<file path="config.mk">
export PLATFORM = sky130hd
export DESIGN_NAME = simple_tx_flat
export DESIGN_NICKNAME = d
export VERILOG_FILES = /design/src/rtl/rx_tx_pkg.sv /design/src/rtl/simple_tx_if.sv /design/src/rtl/tx_fsm.sv /design/src/rtl/simple_tx.sv /design/src/flat_wrapper.sv
export SDC_FILE = /design/constraint.sdc
export NUM_CORES = 1
export LEC_CHECK = 0
export BUFFER_PORTS_ARGS = -buffer_cell sky130_fd_sc_hd__buf_2
export CORE_MARGIN = 1.5
export CORE_UTILIZATION = 25
export DETAILED_ROUTE_END_ITERATION = 7
export PLACE_DENSITY = 0.41
export SYNTH_ARGS = -nofsm -noshare
export SYNTH_HDL_FRONTEND = slang
export SYNTH_HIERARCHICAL = 1
export SYNTH_SLANG_ARGS = --single-unit
export TNS_END_PERCENT = 100
</file>
<file path="constraint.sdc">
create_clock -name clk_in -period 2.91 [get_ports clk_in]
set_clock_uncertainty 0.2 [all_clocks]
set_input_delay 0 -clock clk_in [delete_from_list [all_inputs] [get_ports clk_in]]
set_output_delay 0 -clock clk_in [all_outputs]
set_load 0.01 [all_outputs]
</file>
<file path="src/rtl/rx_tx_pkg.sv">
// Framing constants and state encoding shared by
// the simple transmit and receive paths.
package rx_tx_pkg;

    localparam logic [31:0] C_SFD         = 32'h5555_557F;
    localparam logic [15:0] C_PACKET_TYPE = 16'h1234;
    localparam logic [7:0]  C_SIZE_MIN    = 8'h08;
    localparam logic [7:0]  C_GAP_LEN     = 8'd12;

    typedef enum logic [2:0] {
        S_LOAD,
        S_DROP,
        S_SFD,
        S_TYPE,
        S_SIZE,
        S_PAYLOAD,
        S_FCS,
        S_GAP
    } state_t;

    function automatic logic [7:0] pad_len(input logic [7:0] n);
        return (n < C_SIZE_MIN) ? C_SIZE_MIN : n;
    endfunction

    // Index 0 selects the most significant SFD byte.
    function automatic logic [7:0] sfd_byte(input logic [1:0] i);
        logic [4:0] sh;
        sh = {~i, 3'b000};
        return C_SFD[sh +: 8];
    endfunction

    function automatic logic [7:0] type_byte(input logic i);
        return i ? C_PACKET_TYPE[7:0] : C_PACKET_TYPE[15:8];
    endfunction

endpackage

</file>
<file path="src/rtl/simple_tx_if.sv">
// Stream input, line output and statistics bundle
// of the simple transmitter.
interface simple_tx_if;

    logic [7:0]  tdata_in;
    logic        tvalid_in;
    logic        tlast_in;
    logic        tready_out;
    logic [7:0]  txd_out;
    logic        txdv_out;
    logic        txer_out;
    logic [15:0] stat_packet_sent_cnt;
    logic [15:0] stat_packet_drop_cnt;

    modport master (
        output tdata_in, tvalid_in, tlast_in,
        input  tready_out, txd_out, txdv_out, txer_out,
        input  stat_packet_sent_cnt, stat_packet_drop_cnt
    );

    modport slave (
        input  tdata_in, tvalid_in, tlast_in,
        output tready_out, txd_out, txdv_out, txer_out,
        output stat_packet_sent_cnt, stat_packet_drop_cnt
    );

endinterface

</file>
<file path="src/rtl/tx_fsm.sv">
// Frame sequencer: walks SFD/type/size/payload/FCS/gap
// and owns the registered line outputs and statistics.
module tx_fsm
    import rx_tx_pkg::*;
(
    input  logic        clk,
    input  logic        rst_n,
    input  logic        i_beat,
    input  logic        i_last,
    input  logic        i_full,
    input  logic [7:0]  i_len,
    input  logic [7:0]  i_fcs,
    input  logic [7:0]  i_rdata,
    output state_t      o_state,
    output logic [7:0]  o_idx,
    output logic [7:0]  o_txd,
    output logic        o_txdv,
    output logic [15:0] o_sent_cnt,
    output logic [15:0] o_drop_cnt
);

    state_t      r_state;
    logic [7:0]  r_cnt;
    logic [7:0]  r_txd;
    logic        r_txdv;
    logic [15:0] r_sent;
    logic [15:0] r_drop;

    always_ff @(posedge clk or negedge rst_n) begin
        if (!rst_n) begin
            r_state <= S_LOAD;
            r_cnt   <= 8'd0;
            r_txd   <= 8'h00;
            r_txdv  <= 1'b0;
            r_sent  <= 16'd0;
            r_drop  <= 16'd0;
        end else begin
            r_txd  <= 8'h00;
            r_txdv <= 1'b0;
            unique case (r_state)
                S_LOAD: begin
                    if (i_beat) begin
                        if (i_full) begin
                            if (i_last) r_drop  <= r_drop + 16'd1;
                            else        r_state <= S_DROP;
                        end else if (i_last) begin
                            r_state <= S_SFD;
                            r_cnt   <= 8'd0;
                        end
                    end
                end
                S_DROP: begin
                    if (i_beat && i_last) begin
                        r_drop  <= r_drop + 16'd1;
                        r_state <= S_LOAD;
                    end
                end
                S_SFD: begin
                    r_txd  <= sfd_byte(r_cnt[1:0]);
                    r_txdv <= 1'b1;
                    if (r_cnt == 8'd3) begin
                        r_state <= S_TYPE;
                        r_cnt   <= 8'd0;
                    end else begin
                        r_cnt <= r_cnt + 8'd1;
                    end
                end
                S_TYPE: begin
                    r_txd  <= type_byte(r_cnt[0]);
                    r_txdv <= 1'b1;
                    if (r_cnt == 8'd1) begin
                        r_state <= S_SIZE;
                        r_cnt   <= 8'd0;
                    end else begin
                        r_cnt <= r_cnt + 8'd1;
                    end
                end
                S_SIZE: begin
                    r_txd   <= i_len;
                    r_txdv  <= 1'b1;
                    r_state <= S_PAYLOAD;
                    r_cnt   <= 8'd0;
                end
                S_PAYLOAD: begin
                    r_txd  <= i_rdata;
                    r_txdv <= 1'b1;
                    if (r_cnt == i_len - 8'd1) begin
                        r_state <= S_FCS;
                        r_cnt   <= 8'd0;
                    end else begin
                        r_cnt <= r_cnt + 8'd1;
                    end
                end
                S_FCS: begin
                    r_txd   <= i_fcs;
                    r_txdv  <= 1'b1;
                    r_sent  <= r_sent + 16'd1;
                    r_state <= S_GAP;
                    r_cnt   <= 8'd0;
                end
                S_GAP: begin
                    if (r_cnt == C_GAP_LEN - 8'd1) begin
                        r_state <= S_LOAD;
                        r_cnt   <= 8'd0;
                    end else begin
                        r_cnt <= r_cnt + 8'd1;
                    end
                end
                default: r_state <= S_LOAD;
            endcase
        end
    end

    assign o_state    = r_state;
    assign o_idx      = r_cnt;
    assign o_txd      = r_txd;
    assign o_txdv     = r_txdv;
    assign o_sent_cnt = r_sent;
    assign o_drop_cnt = r_drop;

endmodule

</file>
<file path="src/rtl/simple_tx.sv">
// Packet transmitter: buffers one stream packet, then
// emits it as a framed, padded, XOR-checked line burst.
module simple_tx
    import rx_tx_pkg::*;
#(
    parameter int G_MEM_SIZE = 100
) (
    input  logic        clk_in,
    input  logic        rst_n_in,
    simple_tx_if.slave  bus
);

    localparam int AW = $clog2(G_MEM_SIZE);

    logic [7:0] r_mem [0:G_MEM_SIZE-1];
    logic [7:0] r_waddr;
    logic [7:0] r_acc;
    logic [7:0] r_len;
    logic [7:0] r_fcs;

    state_t     w_state;
    logic [7:0] w_idx;
    logic [7:0] w_rdata;
    logic       w_load;
    logic       w_tready;
    logic       w_beat;
    logic       w_full;
    logic       w_wr;

    assign w_load   = (w_state == S_LOAD);
    assign w_tready = rst_n_in & (w_load | (w_state == S_DROP));
    assign w_beat   = bus.tvalid_in & w_tready;
    assign w_full   = (r_waddr == 8'(G_MEM_SIZE));
    assign w_wr     = w_beat & w_load & ~w_full;

    always_ff @(posedge clk_in) begin
        if (w_wr) r_mem[r_waddr[AW-1:0]] <= bus.tdata_in;
    end

    // Padding bytes are zero, so they leave the running XOR unchanged.
    always_ff @(posedge clk_in or negedge rst_n_in) begin
        if (!rst_n_in) begin
            r_waddr <= 8'd0;
            r_acc   <= 8'h00;
            r_len   <= 8'd0;
            r_fcs   <= 8'h00;
        end else if (w_beat && w_load) begin
            if (w_full) begin
                r_waddr <= 8'd0;
                r_acc   <= 8'h00;
            end else if (bus.tlast_in) begin
                r_len   <= r_waddr + 8'd1;
                r_fcs   <= r_acc ^ bus.tdata_in;
                r_waddr <= 8'd0;
                r_acc   <= 8'h00;
            end else begin
                r_waddr <= r_waddr + 8'd1;
                r_acc   <= r_acc ^ bus.tdata_in;
            end
        end
    end

    assign w_rdata = (w_idx < r_len) ? r_mem[w_idx[AW-1:0]] : 8'h00;

    tx_fsm u_fsm (
        .clk        (clk_in),
        .rst_n      (rst_n_in),
        .i_beat     (w_beat),
        .i_last     (bus.tlast_in),
        .i_full     (w_full),
        .i_len      (pad_len(r_len)),
        .i_fcs      (r_fcs),
        .i_rdata    (w_rdata),
        .o_state    (w_state),
        .o_idx      (w_idx),
        .o_txd      (bus.txd_out),
        .o_txdv     (bus.txdv_out),
        .o_sent_cnt (bus.stat_packet_sent_cnt),
        .o_drop_cnt (bus.stat_packet_drop_cnt)
    );

    assign bus.tready_out = w_tready;
    assign bus.txer_out   = 1'b0;

endmodule

</file>
<file path="src/flat_wrapper.sv">
// flat-port wrapper written by rule: the top's interface ports become plain ports
module simple_tx_flat import rx_tx_pkg::*;
#(
    parameter int G_MEM_SIZE = 100
)
  (clk_in, rst_n_in, bus_tdata_in, bus_tvalid_in, bus_tlast_in, bus_tready_out, bus_txd_out, bus_txdv_out, bus_txer_out, bus_stat_packet_sent_cnt, bus_stat_packet_drop_cnt);
  simple_tx_if bus_i ();
  input  logic clk_in;
  input  logic rst_n_in;
  input wire logic [$bits(bus_i.tdata_in)-1:0] bus_tdata_in;
  input wire logic [$bits(bus_i.tvalid_in)-1:0] bus_tvalid_in;
  input wire logic [$bits(bus_i.tlast_in)-1:0] bus_tlast_in;
  output wire logic [$bits(bus_i.tready_out)-1:0] bus_tready_out;
  output wire logic [$bits(bus_i.txd_out)-1:0] bus_txd_out;
  output wire logic [$bits(bus_i.txdv_out)-1:0] bus_txdv_out;
  output wire logic [$bits(bus_i.txer_out)-1:0] bus_txer_out;
  output wire logic [$bits(bus_i.stat_packet_sent_cnt)-1:0] bus_stat_packet_sent_cnt;
  output wire logic [$bits(bus_i.stat_packet_drop_cnt)-1:0] bus_stat_packet_drop_cnt;
  assign bus_i.tdata_in = bus_tdata_in;
  assign bus_i.tvalid_in = bus_tvalid_in;
  assign bus_i.tlast_in = bus_tlast_in;
  assign bus_tready_out = bus_i.tready_out;
  assign bus_txd_out = bus_i.txd_out;
  assign bus_txdv_out = bus_i.txdv_out;
  assign bus_txer_out = bus_i.txer_out;
  assign bus_stat_packet_sent_cnt = bus_i.stat_packet_sent_cnt;
  assign bus_stat_packet_drop_cnt = bus_i.stat_packet_drop_cnt;
  simple_tx #(.G_MEM_SIZE(G_MEM_SIZE)) u_core (.clk_in(clk_in), .rst_n_in(rst_n_in), .bus(bus_i));
endmodule
</file>
==> flow_metrics.tcl, run 1 <==
set metrics [dict create \
    outcome "finished with violations" \
    failed_checks "negative setup slack" \
    cts_tree "yes" \
    r2r_start "u_core/u_fsm/o_idx[0]$_DFFE_PN0P_" \
    met1_length_um 49000 \
    num_vias 20500 \
    ys_ff_latch 884 \
    cap_violations 0 \
    crit_buf_inv 5 \
    cp_top_family "buffers and inverters" \
    path_common_cell "buf_4" \
    grt_overflow 0 \
    dieArea_um2 147000 \
    ys_seq_area_share_pct 72.3 \
    routed-wl-met3_um 6570 \
    wl_um 109000 \
    timing.fmax_ghz 0.327 \
    rr_endpoint "u_core/u_fsm/o_txd[0]$_DFF_PN0_" \
    start_util_pct 25.2 \
    cts_buffers 101 \
    dp_hpwl_um 71200 \
    startpoint_type "register" \
    cts.path.max_buffers 3 \
    place.gp.congestion 0.816 \
    required_ns 3.27 \
    synth_top_area_share_pct 66.5 \
    clkLatencyLatePin_ns 0.69 \
    grt_pass1_wl_um 155000 \
    slew_viol_final 0 \
    holdWs_ns 0.188 \
    leakagePower_nw 15.7 \
    layout_setup_ws_ns -0.147 \
    utilization_pct 31.9 \
    drc 0 \
    htreeDepth 3 \
    stdcell_count 4457 \
    clkSlewWorstSetupHoldPaths_ns 0.06 \
    syn_inst 2023 \
    synth_top_cells_by_area "edfxtp_1, mux4_2, dfrtp_1" \
    r2r_slack_ns -0.15 \
    cp_cell_sequence "buf_12 > buf_12 > buf_4 > nor2b_1 > buf_4 > nand2_1 > a31oi_1 > o21ai_0 > a211oi_2 > buf_4 > a311oi_2 > nand2_2 > o21ai_2" \
    arrival_ns 3.42 \
    die_width_um 383 \
    yosysTopAreaCell "edfxtp_1" \
    critPathKind "register to register" \
    drive_gt1_share_pct 35.4 \
    core_area_um2 143000 \
    ant_nets 0 \
    top_layer "met5" \
    dr.pass1.iters 5 \
    clock_sinks 884 \
    grt_start_max_net_pins 99 \
    drtIter0Drc 1791 \
    peakVddDrop_mv 0.483 \
    crit_path_end_kind "register" \
    io_pins 55 \
    cp_slowest_cell "dfrtp_4" \
    fin_crit_ns 3.06 \
    rows 139 \
    fin_nets 2491 \
    reg2regPathDepth 13 \
    syn2layout_area_growth_pct 26.6 \
    syn-num-nets 2049 \
    multi_input_area_um2 9760 \
    place_inst 4205 \
    nFillCells 13900 \
    clkPwrFrac_pct 33.6 \
    cp-endpoint "u_core/u_fsm/o_txd[0]$_DFF_PN0_" \
    regArea_um2 26100 \
    setup-violations-final 8 \
    power_density_nw_per_um2 842 \
    crit_start "u_core/u_fsm/o_idx[0]$_DFFE_PN0P_" \
    synthFlopType "edfxtp_1" \
    critical_path_depth 13 \
    tightestPinTransition_ns 1.11 \
    die_h_um 383 \
    wl_per_cell_um 24.4 \
    combPwrFrac_pct 29.5 \
    synth-async-reset-ratio_pct 9.50 \
    fin_crit_sh_pct 105 \
    root_buffer "clkbuf_16" \
    pwr-share-seq_pct 36.9 \
    ys_types 76 \
    synth_edf_count 800 \
    avgSynthCellArea_um2 17.9 \
    grtUsageTotal_pct 14.6 \
    grt_pass1_vias 21100 \
    holdCritPathClass "input pin to register" \
    p_int_mw 26.9 \
    p_sw_mw 11.7 \
    max_stage_delay_ns 0.59 \
    yosys_warnings 6 \
    io_buffers 53 \
    antenna_cells 0 \
    holdPathStages 2 \
    swShare_pct 30.2 \
    max_slew_margin_pct 25.7 \
    antenna_found_initial 3 \
    hold_viol 0 \
    wl_met2_um 49700 \
    vias_per_cell 4.61 \
    rsz0062_at_grt "true" \
    syn-cell-area_um2 36100 \
    cp_max_fo 8 \
]
[stage by stage]
step | setup WS [ns] | power, mW | instance area [µm²] | TNS, ns
floorplan | 0.0386 | 20.0 | 36100 | 0
global placement | -0.374 | 24.5 | 41000 | -4.92
detailed placement | -0.422 | 24.5 | 41000 | -5.56
CTS | -0.141 | 38.1 | 44900 | -1.09
global route | -0.211 | 40.1 | 45800 | -1.51
finish | -0.147 | 38.6 | 45800 | -0.566
[state kept, by name (all words and copies together), names as in the netlist]
signal / count
u_core/r_acc: 8
u_core/r_fcs: 8
u_core/r_len: 8
u_core/r_mem: 800
u_core/r_waddr: 8
u_core/u_fsm/o_drop_cnt: 16
u_core/u_fsm/o_idx: 8
u_core/u_fsm/o_sent_cnt: 16
u_core/u_fsm/o_state: 3
u_core/u_fsm/o_txd: 8
u_core/u_fsm/o_txdv: 1
[power by group through the flow]
stage                     combinational, mW  sequential [mW]  clock (mW)
after global placement                 10.0             14.5           0
after floorplan                        5.57             14.4           0
after global routing                   12.0             14.2        13.8
final                                  11.4             14.2        12.9
after detailed placement               10.0             14.5           0
after CTS                              10.6             14.2        13.3
[kinds of logic (layout without fill, tap and decap cells)]
kind of cell | count (synthesis) | in the layout | share of synthesized area (%)
AOI/OAI and AO/OA | 214 | 214 | 3.99
xor gates and xnor gates | 54 | 54 | 1.31
adders and majority gates | 14 | 14 | 0.485
buffers and inverters | 129 | 660 | 2.36
DFF | 884 | 884 | 72.3
muxes | 273 | 273 | 13.7
other | 1 | 1 | 0.0104
and+or+nand+nor | 454 | 454 | 5.90
[how the worst min path moves through the flow]
stage                                              to             from  slack [ns]
6_report                u_core/r_mem[49][1]$_DFFE_PP_  bus_tdata_in[1]        0.19
5_1_grt                 u_core/r_mem[49][1]$_DFFE_PP_  bus_tdata_in[1]        0.21
4_1_cts        u_core/u_fsm/o_drop_cnt[7]$_DFFE_PN0P_         rst_n_in        0.16
3_5_place_dp   u_core/u_fsm/o_drop_cnt[7]$_DFFE_PN0P_         rst_n_in       -0.17
3_3_place_gp   u_core/u_fsm/o_sent_cnt[8]$_DFFE_PN0P_         rst_n_in       -0.18
2_1_floorplan             u_core/r_acc[0]$_DFFE_PN0P_         rst_n_in       -0.50
[synthesized netlist by cell type, types with 5 or more instances]
cell type	n
buf_4	14
o31ai_1	5
and3_1	13
mux4_2	162
clkbuf_1	37
or3_1	5
nand2_1	131
a31oi_1	14
nor2b_1	22
ha_1	14
clkbuf_8	6
dfrtp_1	84
nor2_1	159
a221oi_1	12
nand3_1	34
nor3_1	13
mux2i_1	86
buf_2	22
a2111oi_0	6
o22ai_1	18
nand4_1	14
buf_6	20
a211oi_1	5
xnor2_1	34
mux2_2	15
or4_1	6
edfxtp_1	800
a22o_1	5
xor2_1	20
nand2b_1	12
and2_1	7
nor4_1	10
a21oi_1	28
a22oi_1	28
inv_1	21
o21ai_0	62
mux4_1	10
[cell type report]
class	instances	area share [%]
well taps	1903	5.20
flip-flops and latches	884	57.1
multi-input cells	1010	21.3
inverters	21	0.172
clock buffers	118	5.77
clock inverters	74	1.65
repair buffers	447	8.77
[placed cells by master (no fill, tap or decap), drive strengths merged, types with 12 or more instances in the layout]
master / synthesis / routed
xor2: 20 / 20
a22oi: 28 / 28
xnor2: 34 / 34
a31oi: 14 / 14
dfrtp: 84 / 84
edfxtp: 800 / 800
mux4: 172 / 172
a21oi: 29 / 29
o21ai: 63 / 63
mux2i: 86 / 86
mux2: 15 / 15
ha: 14 / 14
bufinv: 0 / 12
and3: 13 / 13
clkbuf: 44 / 121
dlygate4sd3: 0 / 13
nor2b: 23 / 23
nand2b: 13 / 13
inv: 21 / 29
buf: 64 / 431
clkinv: 0 / 44
nand3: 34 / 34
nand2: 131 / 131
o22ai: 18 / 18
nor2: 160 / 160
nand4: 14 / 14
a221oi: 14 / 14
nor3: 15 / 15
[layer usage]
layer  global-route usage (%)  vias up
li1                         -     8958
met1                     20.2    10900
met2                     22.6      571
met3                     3.10      166
met4                     4.87        2
met5                        0        -
[timing repair]
action                                  CTS  global route
pin swaps                                13            46
hold buffers                             13             0
cloned                                    3             3
resized for setup                        58           118
setup buffers                            15            28
endpoints found under the setup margin   66            82
endpoints found under the hold margin   788             0
Power figures use the tool's default switching activity.
==> run 2, diff against run 1 <==
Settings changed: PLACE_DENSITY 0.41 to 0.4.
Clock period 2.91 ns to 3.9 ns, I/O delays scaled along.
==> flow_metrics.tcl, run 2 (synthesized netlist as in run 1, its figures left out) <==
set metrics [dict create \
    dieArea_um2 147000 \
    startpoint_type "register" \
    layout_commonest_cell "edfxtp_1" \
    cap_violations 0 \
    grt_pass1_wl_um 151000 \
    io_pins 55 \
    num_vias 19500 \
    cts-resized-gates 0 \
    holdCritPathClass "input pin to register" \
    drtIter0Drc 1466 \
    required_ns 4.23 \
    wl_per_cell_um 24.8 \
    finalSetupTns_ns 0 \
    grt_overflow 0 \
    ant_nets 0 \
    cts_tree "yes" \
    dr.pass1.iters 5 \
    place.gp.congestion 0.820 \
    gr-usage-met2_pct 22.8 \
    drive_gt1_share_pct 23.3 \
    rsz0062_at_grt "false" \
    arrival_ns 3.96 \
    die_h_um 383 \
    postLayoutCellArea_um2 42800 \
    antenna_found_initial 3 \
    met1_usage_pct 20.2 \
    leakagePower_nw 14.2 \
    start_util_pct 25.2 \
    hold_viol 0 \
    drc 0 \
    placement.cell_area_um2 39200 \
    clkSlewWorstSetupHoldPaths_ns 0.06 \
    fin_crit_sh_pct 93.2 \
    setup-violations-final 0 \
    tightestPinTransition_ns 1.30 \
    clkLatencyLatePin_ns 0.69 \
    critPathKind "register to register" \
    crit_path_end_kind "register" \
    dp_hpwl_um 68200 \
    grtUsageTotal_pct 14.2 \
    hold_path_startpoint "bus_tlast_in" \
    largest_reg_flops 800 \
    cp_max_fo 38 \
    slew_viol_final 0 \
    cts.path.max_buffers 3 \
    max_slew_margin_pct 12.9 \
    clock_sinks 884 \
    syn2layout_area_growth_pct 18.3 \
    root_buffer "clkbuf_16" \
    cts_buffers 102 \
    core_area_um2 143000 \
    nFillCells 14100 \
    outcome "complete, no violations" \
    r2r_start "u_core/u_fsm/o_idx[1]$_DFFE_PN0P_" \
    mostFrequentLayoutCells "edfxtp_1, mux4_2, nor2_1, nand2_1, buf_4" \
    timing.fmax_ghz 0.275 \
    grt_busiest_layer "met2" \
    crit_start "u_core/u_fsm/o_idx[1]$_DFFE_PN0P_" \
    die_width_um 383 \
    fin_nets 2250 \
    use_met3_pct 2.30 \
    vias_per_cell 4.62 \
    grt_pass1_vias 20300 \
    power_density_nw_per_um2 629 \
    peakVddDrop_mv 0.338 \
    grt_start_max_net_pins 85 \
    io_buffers 53 \
    wl_um 105000 \
    htreeDepth 3 \
    rows 139 \
    fin_crit_ns 3.63 \
]
-- run 2: path summary, 6_finish.rpt --
check	to	slack, ns	cells after the start
max	u_core/u_fsm/o_txd[3]$_DFF_PN0_	0.27	10
min	u_core/r_acc[3]$_DFFE_PN0P_	0.21	5
max reg2reg	u_core/u_fsm/o_txd[3]$_DFF_PN0_	0.27	10
min reg2reg	u_core/u_fsm/o_sent_cnt[15]$_DFFE_PN0P_	0.27	1
max in group asynchronous	u_core/u_fsm/o_idx[1]$_DFFE_PN0P_	2.13	5
min in group asynchronous	u_core/u_fsm/o_txdv$_DFF_PN0_	0.40	4
-- run 2: what timing repair did --
item | in CTS | in global routing
buffers inserted | 0 | 5
endpoints found under the hold margin | 689 | 0
hold buffers | 18 | 0
endpoints found under the setup margin | 0 | 1
-- run 2: per-stage QoR --
stage          power, mW  hold WS, ns  instances  utilization (%)  worst slack [ns]
2_1_floorplan       14.9       -0.496       2023                -              1.03
3_3_place_gp        17.6      -0.0108       4000             27.3            0.0915
3_5_place_dp        17.6     -0.00251       4000             27.3             0.170
4_1_cts             27.3        0.171       4208             29.8             0.144
5_1_grt             28.0        0.238       4213             29.8             0.143
6_report            26.9        0.207       4214             29.8             0.267
-- run 2: routing by layer --
metal / wire (µm) / up-vias
met5: 0 / -
met2: 49200 / 436
li1: - / 8491
met1: 49300 / 10400
met4: 1860 / 0
met3: 4240 / 129
-- run 2: cell type report --
cell class / instances / area, µm² / share of cell area, %
Antenna cell: 1 / 2.50 / 0.00585
Clock buffer: 118 / 2660 / 6.21
Clock inverter: 72 / 694 / 1.62
Inverter: 21 / 78.8 / 0.184
Multi-Input combinational cell: 1010 / 9170 / 21.4
Sequential cell: 884 / 26100 / 61.1
Tap cell: 1903 / 2380 / 5.57
Timing Repair Buffer: 205 / 1650 / 3.86
-- run 2: report_power, final --
part | switching, mW | internal (mW)
registers | 0.313 | 10.4
logic | 3.85 | 2.73
clock network | 3.95 | 5.62
-- run 2: critical path, cell delays in order, from the launching register on --
cell and delay (ns):
dfrtp_4 0.64, buf_12 0.32, buf_4 0.25, mux4_1 0.31, and3_1 0.22, a221o_1 0.29
a221oi_1 0.58, buf_4 0.22, nor4_1 0.06, nand2_1 0.16, o21ai_0 0.15
==> run 3, diff against run 2 <==
Settings changed: ABC_AREA set to 1.
==> flow_metrics.tcl, run 3 <==
set metrics [dict create \
    outcome "complete, no violations" \
    finalSetupTns_ns 0 \
    rows 142 \
    cp_max_fo 54 \
    wl_per_cell_um 20.6 \
    leakagePower_nw 16.6 \
    holdCritPathClass "input pin to register" \
    fin_crit_ns 3.28 \
    placement.cell_area_um2 41300 \
    dr.pass1.iters 6 \
    clkSlewWorstSetupHoldPaths_ns 0.06 \
    ys_types 51 \
    io_pins 55 \
    grtUsageTotal_pct 15.2 \
    slew_viol_final 0 \
    postLayoutCellArea_um2 44700 \
    crit_path_end_kind "register" \
    clock_sinks 884 \
    hold_viol 0 \
    ant_nets 0 \
    peakVddDrop_mv 0.322 \
    p_sw_mw 11.7 \
    combPwrFrac_pct 33.8 \
    synth-async-reset-ratio_pct 9.50 \
    max_slew_margin_pct 12.1 \
    dieArea_um2 153000 \
    cts_buffers 102 \
    root_buffer "clkbuf_16" \
    grt_start_max_net_pins 84 \
    pwr-share-seq_pct 35.7 \
    fin_nets 3619 \
    clkPwrFrac_pct 30.5 \
    critPathKind "register to register" \
    cts-resized-gates 0 \
    p_int_mw 19.1 \
    yosys-top-cells-count "nand2_1, edfxtp_1, nand3_1" \
    yosysTopAreaCell "edfxtp_1" \
    cap_violations 0 \
    drtIter0Drc 1914 \
    swShare_pct 37.9 \
    cts_setup_buffers 0 \
    grt_pass1_vias 25100 \
    place.gp.congestion 0.792 \
    arrival_ns 3.66 \
    met1_length_um 54400 \
    drc 0 \
    setup-violations-final 0 \
    htreeDepth 3 \
    cts.path.max_buffers 3 \
    vias_per_cell 4.49 \
    ys_ff_latch 884 \
    core_area_um2 150000 \
    synth_top_cells_by_area "edfxtp_1, nand2_1, nand3_1" \
    wl_met2_um 55900 \
    dp_hpwl_um 70500 \
    routed-wl-met3_um 4040 \
    wl_um 117000 \
    num_vias 25500 \
    grt_overflow 0 \
    avgSynthCellArea_um2 11.0 \
    timing.fmax_ghz 0.305 \
    place_inst 5490 \
    largest_reg_flops 800 \
    startpoint_type "register" \
    synthFlopType "edfxtp_1" \
    layout_commonest_cell "nand2_1" \
    required_ns 4.28 \
    syn-num-nets 3466 \
    cts_tree "yes" \
    die_width_um 392 \
    ys_seq_area_share_pct 69.2 \
    yosysMostFrequentCell "nand2_1" \
    tightestPinTransition_ns 1.32 \
    yosys_warnings 6 \
    antenna_found_initial 2 \
    syn_inst 3440 \
    io_buffers 53 \
    drive_gt1_share_pct 11.5 \
    rsz0062_at_grt "false" \
    mostFrequentLayoutCells "nand2_1, edfxtp_1, nand3_1, nor2_1, buf_4" \
    top_layer "met4" \
    clkLatencyLatePin_ns 0.71 \
    grt_pass1_wl_um 172000 \
    synth_top_area_share_pct 63.6 \
    syn-cell-area_um2 37800 \
    stdcell_count 5693 \
    start_util_pct 25.2 \
    power.total_mw 30.8 \
    syn2layout_area_growth_pct 18.4 \
    synth_edf_count 800 \
    power_density_nw_per_um2 688 \
    die_h_um 392 \
    fin_crit_sh_pct 84.2 \
    utilization_pct 29.8 \
]
-- run 3: cell types whose count changed after synthesis, sizes merged, moves of 15 or more --
cell | before | now
nand2 | 131 | 1034
nand3 | 34 | 574
mux4 | 172 | 0
nor2 | 160 | 312
inv | 21 | 129
mux2i | 86 | 0
buf | 64 | 146
o21ai | 63 | 133
a22oi | 28 | 0
nor2b | 23 | 0
o211ai | 4 | 26
mux2 | 15 | 0
-- run 3: per-layer routing --
layer / track usage (%) / vias up
met4: 4.49 / 0
met3: 1.93 / 155
met2: 24.9 / 470
li1: - / 12200
met1: 20.9 / 12700
met5: 0 / -
-- run 3: cells by family after synthesis --
kind of cell	share of synthesized area (%)
and+or+nand+nor	22.2
other	0.00993
adders and majority gates	0.464
DFF	69.2
xor gates and xnor gates	1.09
buffers and inverters	3.87
AOI/OAI and AO/OA	3.21
-- run 3: final timing paths --
check	slack (ns)	startpoint	cells after the start	endpoint
setup / recovery	0.62	u_core/u_fsm/o_idx[0]$_DFFE_PN0P_	14	u_core/u_fsm/o_txd[5]$_DFF_PN0_
hold / removal	0.13	bus_tvalid_in	5	u_core/r_waddr[0]$_DFFE_PN0P_
setup reg to reg	0.62	u_core/u_fsm/o_idx[0]$_DFFE_PN0P_	14	u_core/u_fsm/o_txd[5]$_DFF_PN0_
hold reg to reg	0.27	u_core/u_fsm/o_drop_cnt[15]$_DFFE_PN0P_	1	u_core/u_fsm/o_drop_cnt[15]$_DFFE_PN0P_
max in group asynchronous	2.07	rst_n_in	4	u_core/u_fsm/o_idx[0]$_DFFE_PN0P_
min in group asynchronous	0.44	rst_n_in	4	u_core/u_fsm/o_sent_cnt[3]$_DFFE_PN0P_
-- run 3: what timing repair did --
action                                 4_1_cts  5_1_grt
setup endpoints to repair                    0        0
hold buffers                                15        0
endpoints found under the hold margin      728        0
-- run 3: power by group through the flow --
stage	Combinational [mW]	Clock, mW	Sequential (mW)
global route	11.5	10.0	11.0
floorplan	6.38	0	11.0
detailed placement	10.6	0	11.2
CTS	10.6	9.69	11.0
finish	10.4	9.39	11.0
global placement	10.6	0	11.2
-- run 3: metrics by stage --
stage | hold slack, ns | setup slack [ns]
global route | 0.146 | 0.406
CTS | 0.0722 | 0.661
detailed placement | -0.310 | 0.679
finish | 0.129 | 0.618
floorplan | -0.496 | 1.32
global placement | -0.308 | 0.658
-- run 3: final cells by class --
type / count / area, µm²
Fill cell: 15500 / 105000
Multi-Input combinational cell: 2227 / 10200
Clock buffer: 132 / 2740
Inverter: 136 / 549
Antenna cell: 1 / 2.50
Tap cell: 2016 / 2520
Sequential cell: 884 / 26100
Timing Repair Buffer: 242 / 2090
Clock inverter: 55 / 504
-- run 3: worst max-delay path, stage by stage (launching register included) --
cell	delay (ns)
dfrtp_4	0.62
clkinv_8	0.32
buf_12	0.31
nor2_1	0.12
nor2_1	0.04
o21ai_0	0.09
nand3_1	0.09
nand3_1	0.14
nand3_1	0.15
nand3_1	0.23
nand2_1	0.15
nor2_1	0.15
nor2_1	0.11
a221oi_1	0.26
nand2_1	0.08
